### src/rtl/i2s_slave_tx_ram_reader.sv
// ============================================================================
//  Module      : i2s_slave_tx_ram_reader
//  Description : I2S slave transmitter. Reads 16-bit mono samples from a
//                2x1024x16 ping-pong RAM and shifts them out MSB-first, one
//                SCK after each WS transition. Pulses bank_empty_o when a
//                bank has been fully drained so the host can refill it.
//                Optional macro I2S_TX_BITREV_ADDR_EN bit-reverses the
//                in-bank part of the RAM read address.
//  Revision    : 1.0 - initial release
// ============================================================================
`default_nettype none

module i2s_slave_tx_ram_reader #(
   parameter int RIGHT_MODE = 0,   // 0: right slot zeros, 1: right = left
   parameter int SAMPLE_W   = 16   // fixed by the r1024x16 RAM
) (
   input  logic                i2s_clk_i,
   input  logic                ram_logic_rst,
   input  logic                i2s_ws_i,
   output logic                i2s_sd_o,
   input  logic                tx_enable_i,
   input  logic [1:0]          bank_valid_i,
   output logic [10:0]         ram_raddr_o,
   input  logic [SAMPLE_W-1:0] ram_rd_data_i,
   output logic                bank_empty_o,
   output logic                bank_empty_bank_o,
   output logic                underrun_o,
   input  logic                underrun_clr_i,
   output logic                tx_active_o
);

   localparam logic [4:0] c_SLOT_BITS = 5'(SAMPLE_W);
   localparam logic [4:0] c_CNT_MAX   = 5'd31;
   localparam logic [9:0] c_BANK_LAST = 10'h3FF;

   // Registered state
   logic                ws_q,           ws_d;
   logic                sd_q,           sd_d;
   logic [SAMPLE_W-1:0] shift_q,        shift_d;
   logic [4:0]          bit_cnt_q,      bit_cnt_d;
   logic                fetch_pend_q,   fetch_pend_d;
   logic                fetch_armed_q,  fetch_armed_d;
   logic [10:0]         rd_ptr_q,       rd_ptr_d;
   logic [SAMPLE_W-1:0] prefetch_q,     prefetch_d;
   logic [SAMPLE_W-1:0] hold_q,         hold_d;
   logic                tx_active_q,    tx_active_d;
   logic                underrun_q,     underrun_d;
   logic                bank_empty_q,   bank_empty_d;
   logic                empty_bank_q,   empty_bank_d;

   // Combinational helpers
   logic                w_ls;
   logic                w_rs;
   logic                w_underrun_set;
   logic [SAMPLE_W-1:0] w_load;

   assign w_ls = ~i2s_ws_i &  ws_q;
   assign w_rs =  i2s_ws_i & ~ws_q;

   // Next-state: WS tracking, sample prefetch, slot loading and bit shifting
   always_comb begin
      ws_d           = i2s_ws_i;
      sd_d           = 1'b0;
      shift_d        = shift_q;
      bit_cnt_d      = bit_cnt_q;
      fetch_pend_d   = fetch_pend_q;
      fetch_armed_d  = fetch_armed_q;
      rd_ptr_d       = rd_ptr_q;
      prefetch_d     = prefetch_q;
      hold_d         = hold_q;
      tx_active_d    = tx_active_q;
      underrun_d     = underrun_q;
      bank_empty_d   = 1'b0;
      empty_bank_d   = empty_bank_q;
      w_underrun_set = 1'b0;
      w_load         = '0;

      // The cycle after a right-slot start: RAM data for rd_ptr is on the bus.
      if (fetch_pend_q) begin
         fetch_pend_d  = 1'b0;
         fetch_armed_d = 1'b1;
         if (bank_valid_i[rd_ptr_q[10]]) begin
            prefetch_d = ram_rd_data_i;
            rd_ptr_d   = rd_ptr_q + 11'd1;
            if (rd_ptr_q[9:0] == c_BANK_LAST) begin
               bank_empty_d = 1'b1;
               empty_bank_d = rd_ptr_q[10];
            end
         end else begin
            // Host has not refilled this bank: play silence, hold the pointer.
            prefetch_d     = '0;
            w_underrun_set = 1'b1;
         end
      end

      // Enable is only honoured at frame granularity (right-slot start).
      if (w_rs) begin
         if (tx_enable_i) begin
            fetch_pend_d = 1'b1;
         end else begin
            fetch_pend_d  = 1'b0;
            fetch_armed_d = 1'b0;
         end
      end

      if (w_underrun_set) begin
         underrun_d = 1'b1;
      end else if (underrun_clr_i) begin
         underrun_d = 1'b0;
      end

      if (w_ls) begin
         tx_active_d = fetch_armed_q;
         if (fetch_armed_q) begin
            w_load = prefetch_q;
            hold_d = prefetch_q;
         end
      end else if (w_rs) begin
         if ((RIGHT_MODE != 0) && tx_active_q) begin
            w_load = hold_q;
         end
      end

      // Any slot start reloads the shifter, truncating a short slot.
      if (w_ls || w_rs) begin
         sd_d      = w_load[SAMPLE_W-1];
         shift_d   = {w_load[SAMPLE_W-2:0], 1'b0};
         bit_cnt_d = 5'd1;
      end else begin
         if (bit_cnt_q < c_SLOT_BITS) begin
            sd_d = shift_q[SAMPLE_W-1];
         end
         shift_d = {shift_q[SAMPLE_W-2:0], 1'b0};
         if (bit_cnt_q != c_CNT_MAX) begin
            bit_cnt_d = bit_cnt_q + 5'd1;
         end
      end
   end

   // State register, asynchronous reset to idle with WS assumed high
   always_ff @(posedge i2s_clk_i or posedge ram_logic_rst) begin
      if (ram_logic_rst) begin
         ws_q          <= 1'b1;
         sd_q          <= 1'b0;
         shift_q       <= '0;
         bit_cnt_q     <= 5'd0;
         fetch_pend_q  <= 1'b0;
         fetch_armed_q <= 1'b0;
         rd_ptr_q      <= 11'd0;
         prefetch_q    <= '0;
         hold_q        <= '0;
         tx_active_q   <= 1'b0;
         underrun_q    <= 1'b0;
         bank_empty_q  <= 1'b0;
         empty_bank_q  <= 1'b0;
      end else begin
         ws_q          <= ws_d;
         sd_q          <= sd_d;
         shift_q       <= shift_d;
         bit_cnt_q     <= bit_cnt_d;
         fetch_pend_q  <= fetch_pend_d;
         fetch_armed_q <= fetch_armed_d;
         rd_ptr_q      <= rd_ptr_d;
         prefetch_q    <= prefetch_d;
         hold_q        <= hold_d;
         tx_active_q   <= tx_active_d;
         underrun_q    <= underrun_d;
         bank_empty_q  <= bank_empty_d;
         empty_bank_q  <= empty_bank_d;
      end
   end

`ifdef I2S_TX_BITREV_ADDR_EN
   // In-bank address bit-reversed to match the receive-side fill order;
   // wrap detection above still works on the linear pointer.
   logic [9:0] w_rev_addr;
   for (genvar gi = 0; gi < 10; gi++) begin : g_bitrev
      assign w_rev_addr[gi] = rd_ptr_q[9-gi];
   end
   assign ram_raddr_o = {rd_ptr_q[10], w_rev_addr};
`else
   assign ram_raddr_o = rd_ptr_q;
`endif

   assign i2s_sd_o          = sd_q;
   assign bank_empty_o      = bank_empty_q;
   assign bank_empty_bank_o = empty_bank_q;
   assign underrun_o        = underrun_q;
   assign tx_active_o       = tx_active_q;

endmodule

`default_nettype wire
### config.mk
export PLATFORM = sky130hd
export DESIGN_NAME = i2s_slave_tx_ram_reader
export DESIGN_NICKNAME = d
export VERILOG_FILES = /design/src/rtl/i2s_slave_tx_ram_reader.sv
export SDC_FILE = /design/constraint.sdc
export NUM_CORES = 1
export LEC_CHECK = 0
export ABC_AREA = 1
export BUFFER_PORTS_ARGS = -buffer_cell sky130_fd_sc_hd__buf_2
export CAP_MARGIN = 25
export CORE_UTILIZATION = 45
export DETAILED_ROUTE_END_ITERATION = 7
export MAX_ROUTING_LAYER = met4
export PLACE_DENSITY_LB_ADDON = 0.2
export SETUP_SLACK_MARGIN = 0.3
export SYNTH_ARGS = -nofsm -noshare
export SYNTH_HDL_FRONTEND = slang
export SYNTH_SLANG_ARGS = --single-unit
### constraint.sdc
create_clock -name i2s_clk_i -period 3.2 [get_ports i2s_clk_i]
set_input_delay 0.16 -clock i2s_clk_i [delete_from_list [all_inputs] [get_ports i2s_clk_i]]
set_output_delay 0.16 -clock i2s_clk_i [all_outputs]
set_load 0.02 [all_outputs]
=== Word level (Yosys, flattened, before mapping) ===
Cells that the tools add are included.

* Bits in latches: 0
* Memories kept: 0
* Memory bits (writable): 0
* Flip-flop bits (word level): 56
* ROM bits: 0
* Output and inout port bits: 16
* Input port bits: 23

* Bitwise operators: 4
* $lt $le $gt $ge: 2
* Multiply operators: 0
* Add/subtract/negate cells: 2
* Reduce and logical (&&, ||, !) cells: 5
* Muxes and demuxes: 22
* Shifts and indexed selects: 0
* Div/mod/pow operators: 0
* Equality and inequality tests: 2

{| class="wikitable"
|+ Operators by type and width
! cell !! count
|-
| $mux W16 || 4
|-
| $mux W1 || 16
|-
| $add A11 B1 Y11 const B || 1
|-
| $eq A10 B10 Y1 const B || 1
|-
| $mux W5 || 2
|-
| $add A5 B1 Y5 const B || 1
|-
| $lt A5 B5 Y1 const B || 1
|-
| $ne A5 B5 Y1 const B || 1
|-
| $reduce_bool A2 Y1 || 2
|-
| $reduce_and A3 Y1 || 1
|-
| $and A1 B1 Y1 || 2
|-
| $lt A1 B2 Y1 const B || 1
|-
| $not A1 Y1 || 2
|-
| $reduce_and A2 Y1 || 1
|-
| $logic_or A1 B1 Y1 || 1
|}

=== Longest topological paths before layout ===
* Depth after elaboration: 5
* Depth in mapped cells: 8
* Mapped depth without buffers: 8

=== Worst setup path before layout ===
OpenSTA, ideal clock, no wires.

* Path type: reg2reg
* Start: reg bit_cnt_q[0]
* End: reg bit_cnt_q[3]
* Data arrival time: 1.300 ns
* Stages on the path, launching flop included: 9
* Path slack: 1.777 ns
* Path buffers: 0
* Cells stage by stage: dfrtp_1 > ha_1 > nand2_1 > nor2_1 > ha_1 > inv_1 > nand4_1 > o21ai_0 > a21oi_1

* Word-level cells in the longest chain between the ends: 3

{| class="wikitable"
|+ RTL lines
! element !! RTL line !! RTL
|-
| start, declared || 40 || <nowiki>logic [4:0] bit_cnt_q, bit_cnt_d;</nowiki>
|-
| start signal, assigned || 160 || <nowiki>bit_cnt_q <= bit_cnt_d;</nowiki>
|-
| $add A5 B1 Y5 || 135 || <nowiki>bit_cnt_d = bit_cnt_q + 5'd1;</nowiki>
|-
| $mux W5 || 134 || <nowiki>if (bit_cnt_q != c_CNT_MAX) begin</nowiki>
|-
| $mux W5 || 125 || <nowiki>if (w_ls || w_rs) begin</nowiki>
|}

Parallel ways exist; a longest one is shown, timed or not. The select of a mux whose other input is x is not followed.
A chain may end at the register's enable or synchronous reset.

=== Worst setup path in the final report ===
* Start: in i2s_ws_i
* End: reg shift_q[7]

* Word-level cells in the longest chain between the ends: 4

{| class="wikitable"
|+ RTL lines
! element !! RTL line !! RTL
|-
| start, declared || 19 || <nowiki>input logic i2s_ws_i,</nowiki>
|-
| $not A1 Y1 || 57 || <nowiki>assign w_ls = ~i2s_ws_i & ws_q;</nowiki>
|-
| $and A1 B1 Y1 || 57 ||
|-
| $mux W16 / $logic_or A1 B1 Y1 (equally long branches) || 112, 125 ||
|-
| $mux W16 (*) || 125 ||
|-
| via shift_d[7] || 39 || <nowiki>logic [SAMPLE_W-1:0] shift_q, shift_d;</nowiki>
|-
| end signal, assigned || 159 || <nowiki>shift_q <= shift_d;</nowiki>
|-
| end, declared || 39 ||
|}

Mark *: on every way through the listed nets, which the timed path passes. The rest lies on a longest branch.

==> flow_summary.ini <==
[logic_synthesis]
synthCells = 263
seq_area_frac_synth_pct = 58.5
async_reset_ff_share_pct = 100
synth_edf_count = 0
synth.net_count = 291
ys_dominant_reg_cell = dfrtp_1
ys_seq_elements = 55
synth.avg_cell_area_um2 = 8.95
synth_top_cell_by_area = dfrtp_1
syn_area_um2 = 2350
synth.most_common_cell = nand2_1
ys_warn_count = 0
synth.top_cell.area_share_pct = 57.4
synthDistinctLibCells = 22
ys_top_cells_by_count = 79 x nand2_1, 54 x dfrtp_1, 36 x inv_1
synth_area_leaders = dfrtp_1 57%, nand2_1 13%, o21ai_0 7.4%

[sta]
report.final.slew_viol_count = 0
fmax_mhz = 478
rsz0062_at_grt = no
finalHoldViolCount = 0
fin_worst_skew_ns = 0.00563
min_period_ns = 2.09
slew-limit-headroom_pct = 52.4
setup_viol = 0
worst_slew_pin_slew_ns = 0.712
layout_setup_ws_ns = 1.11
fin_crit_sh_pct = 65.4
fin_setup_tns_ns = 0
worst_hold_slack_ns = 0.0316

[floorplanning]
num_rows = 25
io_pins = 39
die_w_um = 74.3
core_area_um2 = 4880
die_y_um = 74.3
die-area_um2 = 5530
initial_utilization_pct = 48.3

[cells_and_area]
finalNetCount = 332
drive_above_1_share_pct = 17.4
multi_input_area_um2 = 790
ff_latch_area_um2 = 1380
antenna_cells = 0
fill_cells = 486
syn_to_final_growth_pct = 14.6

[setup_path]
cp_max_fo = 23
critPathCaptureType = flop
worstReg2RegStart = ws_q
rrSetupSlack_ns = 1.22
r2r_cells = 4
crit_required_ns = 3.36
start_kind = input pin
rr_endpoint = shift_q[7]
crit_arrival_ns = 2.25
path_class = input pin to flop

[clock_network]
cts-root-buf = clkbuf_8
ctsResizeCount = 0
cts_max_level = 2
cts_buffers = 5
clockBufferDepth = 2
cts_tree = yes
insertion_delay_ns = 0.30
path_clk_slew_ns = 0.09
cts_sinks = 55

[detailed_routing]
antenna_left = 0
drt-vias-per-instance = 4.72
first_pass_iters = 4
vias = 1757
drt-total-wl_mm = 4.43
drt_iter0_markers = 87
drc = 0
avgRoutedWirePerCell_um = 11.9

[power_and_ir_drop]
power_density_nw_per_um2 = 526
p_leak_nw = 1.37
ir_worst_vdd_uv = 233

[placement]
gp_congestion = 0.780
pre_cts_slack_ns = 1.20
dpl.hpwl_mm = 3.06
io_buffers = 38

[run_status]
status = finished clean

[grt]
grt_pass1_vias = 1624
grt_pass1_wl_mm = 7.27
grt_max_degree = 36
gr-total-overflow = 0
antenna_found_initial = 0
grt_usage_pct = 18.2

[min_path]
hp-class = input pin to flop
hold_depth = 2
hold_path_end = underrun_o
min-delay-start = underrun_clr_i

[job]
drv_cap = 0
-- timing repair --
item	in CTS	in global routing
buffers inserted	0	0
endpoints found under the hold margin	35	0
hold buffers	2	0
-- per-stage QoR --
stage                     util [%]  area, um2  total power, mW  instances
after floorplan                  -       2350            0.978        263
after global placement        53.1       2590             1.05        362
after detailed placement      53.1       2590             1.06        362
after CTS                     55.3       2700             1.44        372
after global routing          55.3       2700             1.50        372
final                         55.3       2700             1.42        372
-- flip-flops by register name (all words and copies together) (netlist names) --
register and cells:
tx_active_o 1, prefetch_q 16, underrun_o 1, fetch_armed_q 1, i2s_sd_o 1, fetch_pend_q 1, shift_q 15, ws_q 1
bank_empty_bank_o 1, ram_raddr_o 11, bank_empty_o 1, bit_cnt_q 5
-- cell type report --
| class | count | share of cell area (%) |
|---|---|---|
| Sequential cell | 55 | 51.0 |
| Multi-Input combinational cell | 164 | 29.3 |
| Timing Repair Buffer | 42 | 8.34 |
| Inverter | 36 | 5.01 |
| Tap cell | 67 | 3.11 |
| Clock buffer | 5 | 2.55 |
| Clock inverter | 3 | 0.695 |
-- cells by family (layout without fill, tap and decap cells) --
logic type	Yosys count	count (layout)	synth area share, %
flip-flops	55	55	58.5
AO/OA/AOI/OAI	40	40	8.66
XOR/XNOR	4	4	1.49
buffers and inverters	44	86	7.97
adder cells (fa/ha/maj)	5	5	2.66
multiplexers	1	1	0.478
AND/OR/NAND/NOR	114	114	20.2
-- power breakdown --
| part | switching, mW | internal, mW |
|---|---|---|
| registers | 0.0502 | 0.770 |
| clock network | 0.222 | 0.155 |
| logic | 0.141 | 0.0810 |
| total | 0.413 | 1.01 |
-- how the worst max path moves through the flow --
stage	start	to	slack, ns	cells past startpoint
floorplan	ram_logic_rst	bank_empty_bank_o	1.70	1
global placement	ws_q	shift_q[12]	1.32	4
detailed placement	ws_q	shift_q[7]	1.20	4
CTS	i2s_ws_i	shift_q[7]	1.09	7
global route	i2s_ws_i	shift_q[8]	0.92	7
finish	i2s_ws_i	shift_q[7]	1.11	7
-- metal layers --
layer	track usage (%)	share of wire, %	vias to the layer above
met3	2.85	2.9	6
met4	7.13	1.3	0
met1	23.5	49	816
met5	-	0	-
met2	28.9	47	30
li1	-	-	905
-- worst max-delay path: stages --
cell and delay, ns:
dlygate4sd3_1 0.53, buf_2 0.12, inv_1 0.04, ha_1 0.72
inv_1 0.09, nand3_1 0.40, o21ai_0 0.18
-- layout by cell type, fill, tap and decap left out --
master,synthesis,routed
a21oi_1,3,3
buf_2,3,38
buf_4,1,2
clkbuf_8,0,5
clkinv_2,0,2
dfrtp_1,54,54
dfstp_2,1,1
dlygate4sd3_1,0,2
ha_1,5,5
inv_1,36,35
inv_2,0,1
inv_6,0,1
mux2_2,1,1
nand2_1,79,79
nand2_2,1,1
nand3_1,13,13
nand3b_1,4,4
nand4_1,3,3
nor2_1,13,13
nor2_4,1,1
o21ai_0,35,35
o21bai_1,1,1
o22ai_1,1,1
xnor2_1,1,1
xor2_1,3,3
No activity file was read; power rests on OpenSTA's default activity.
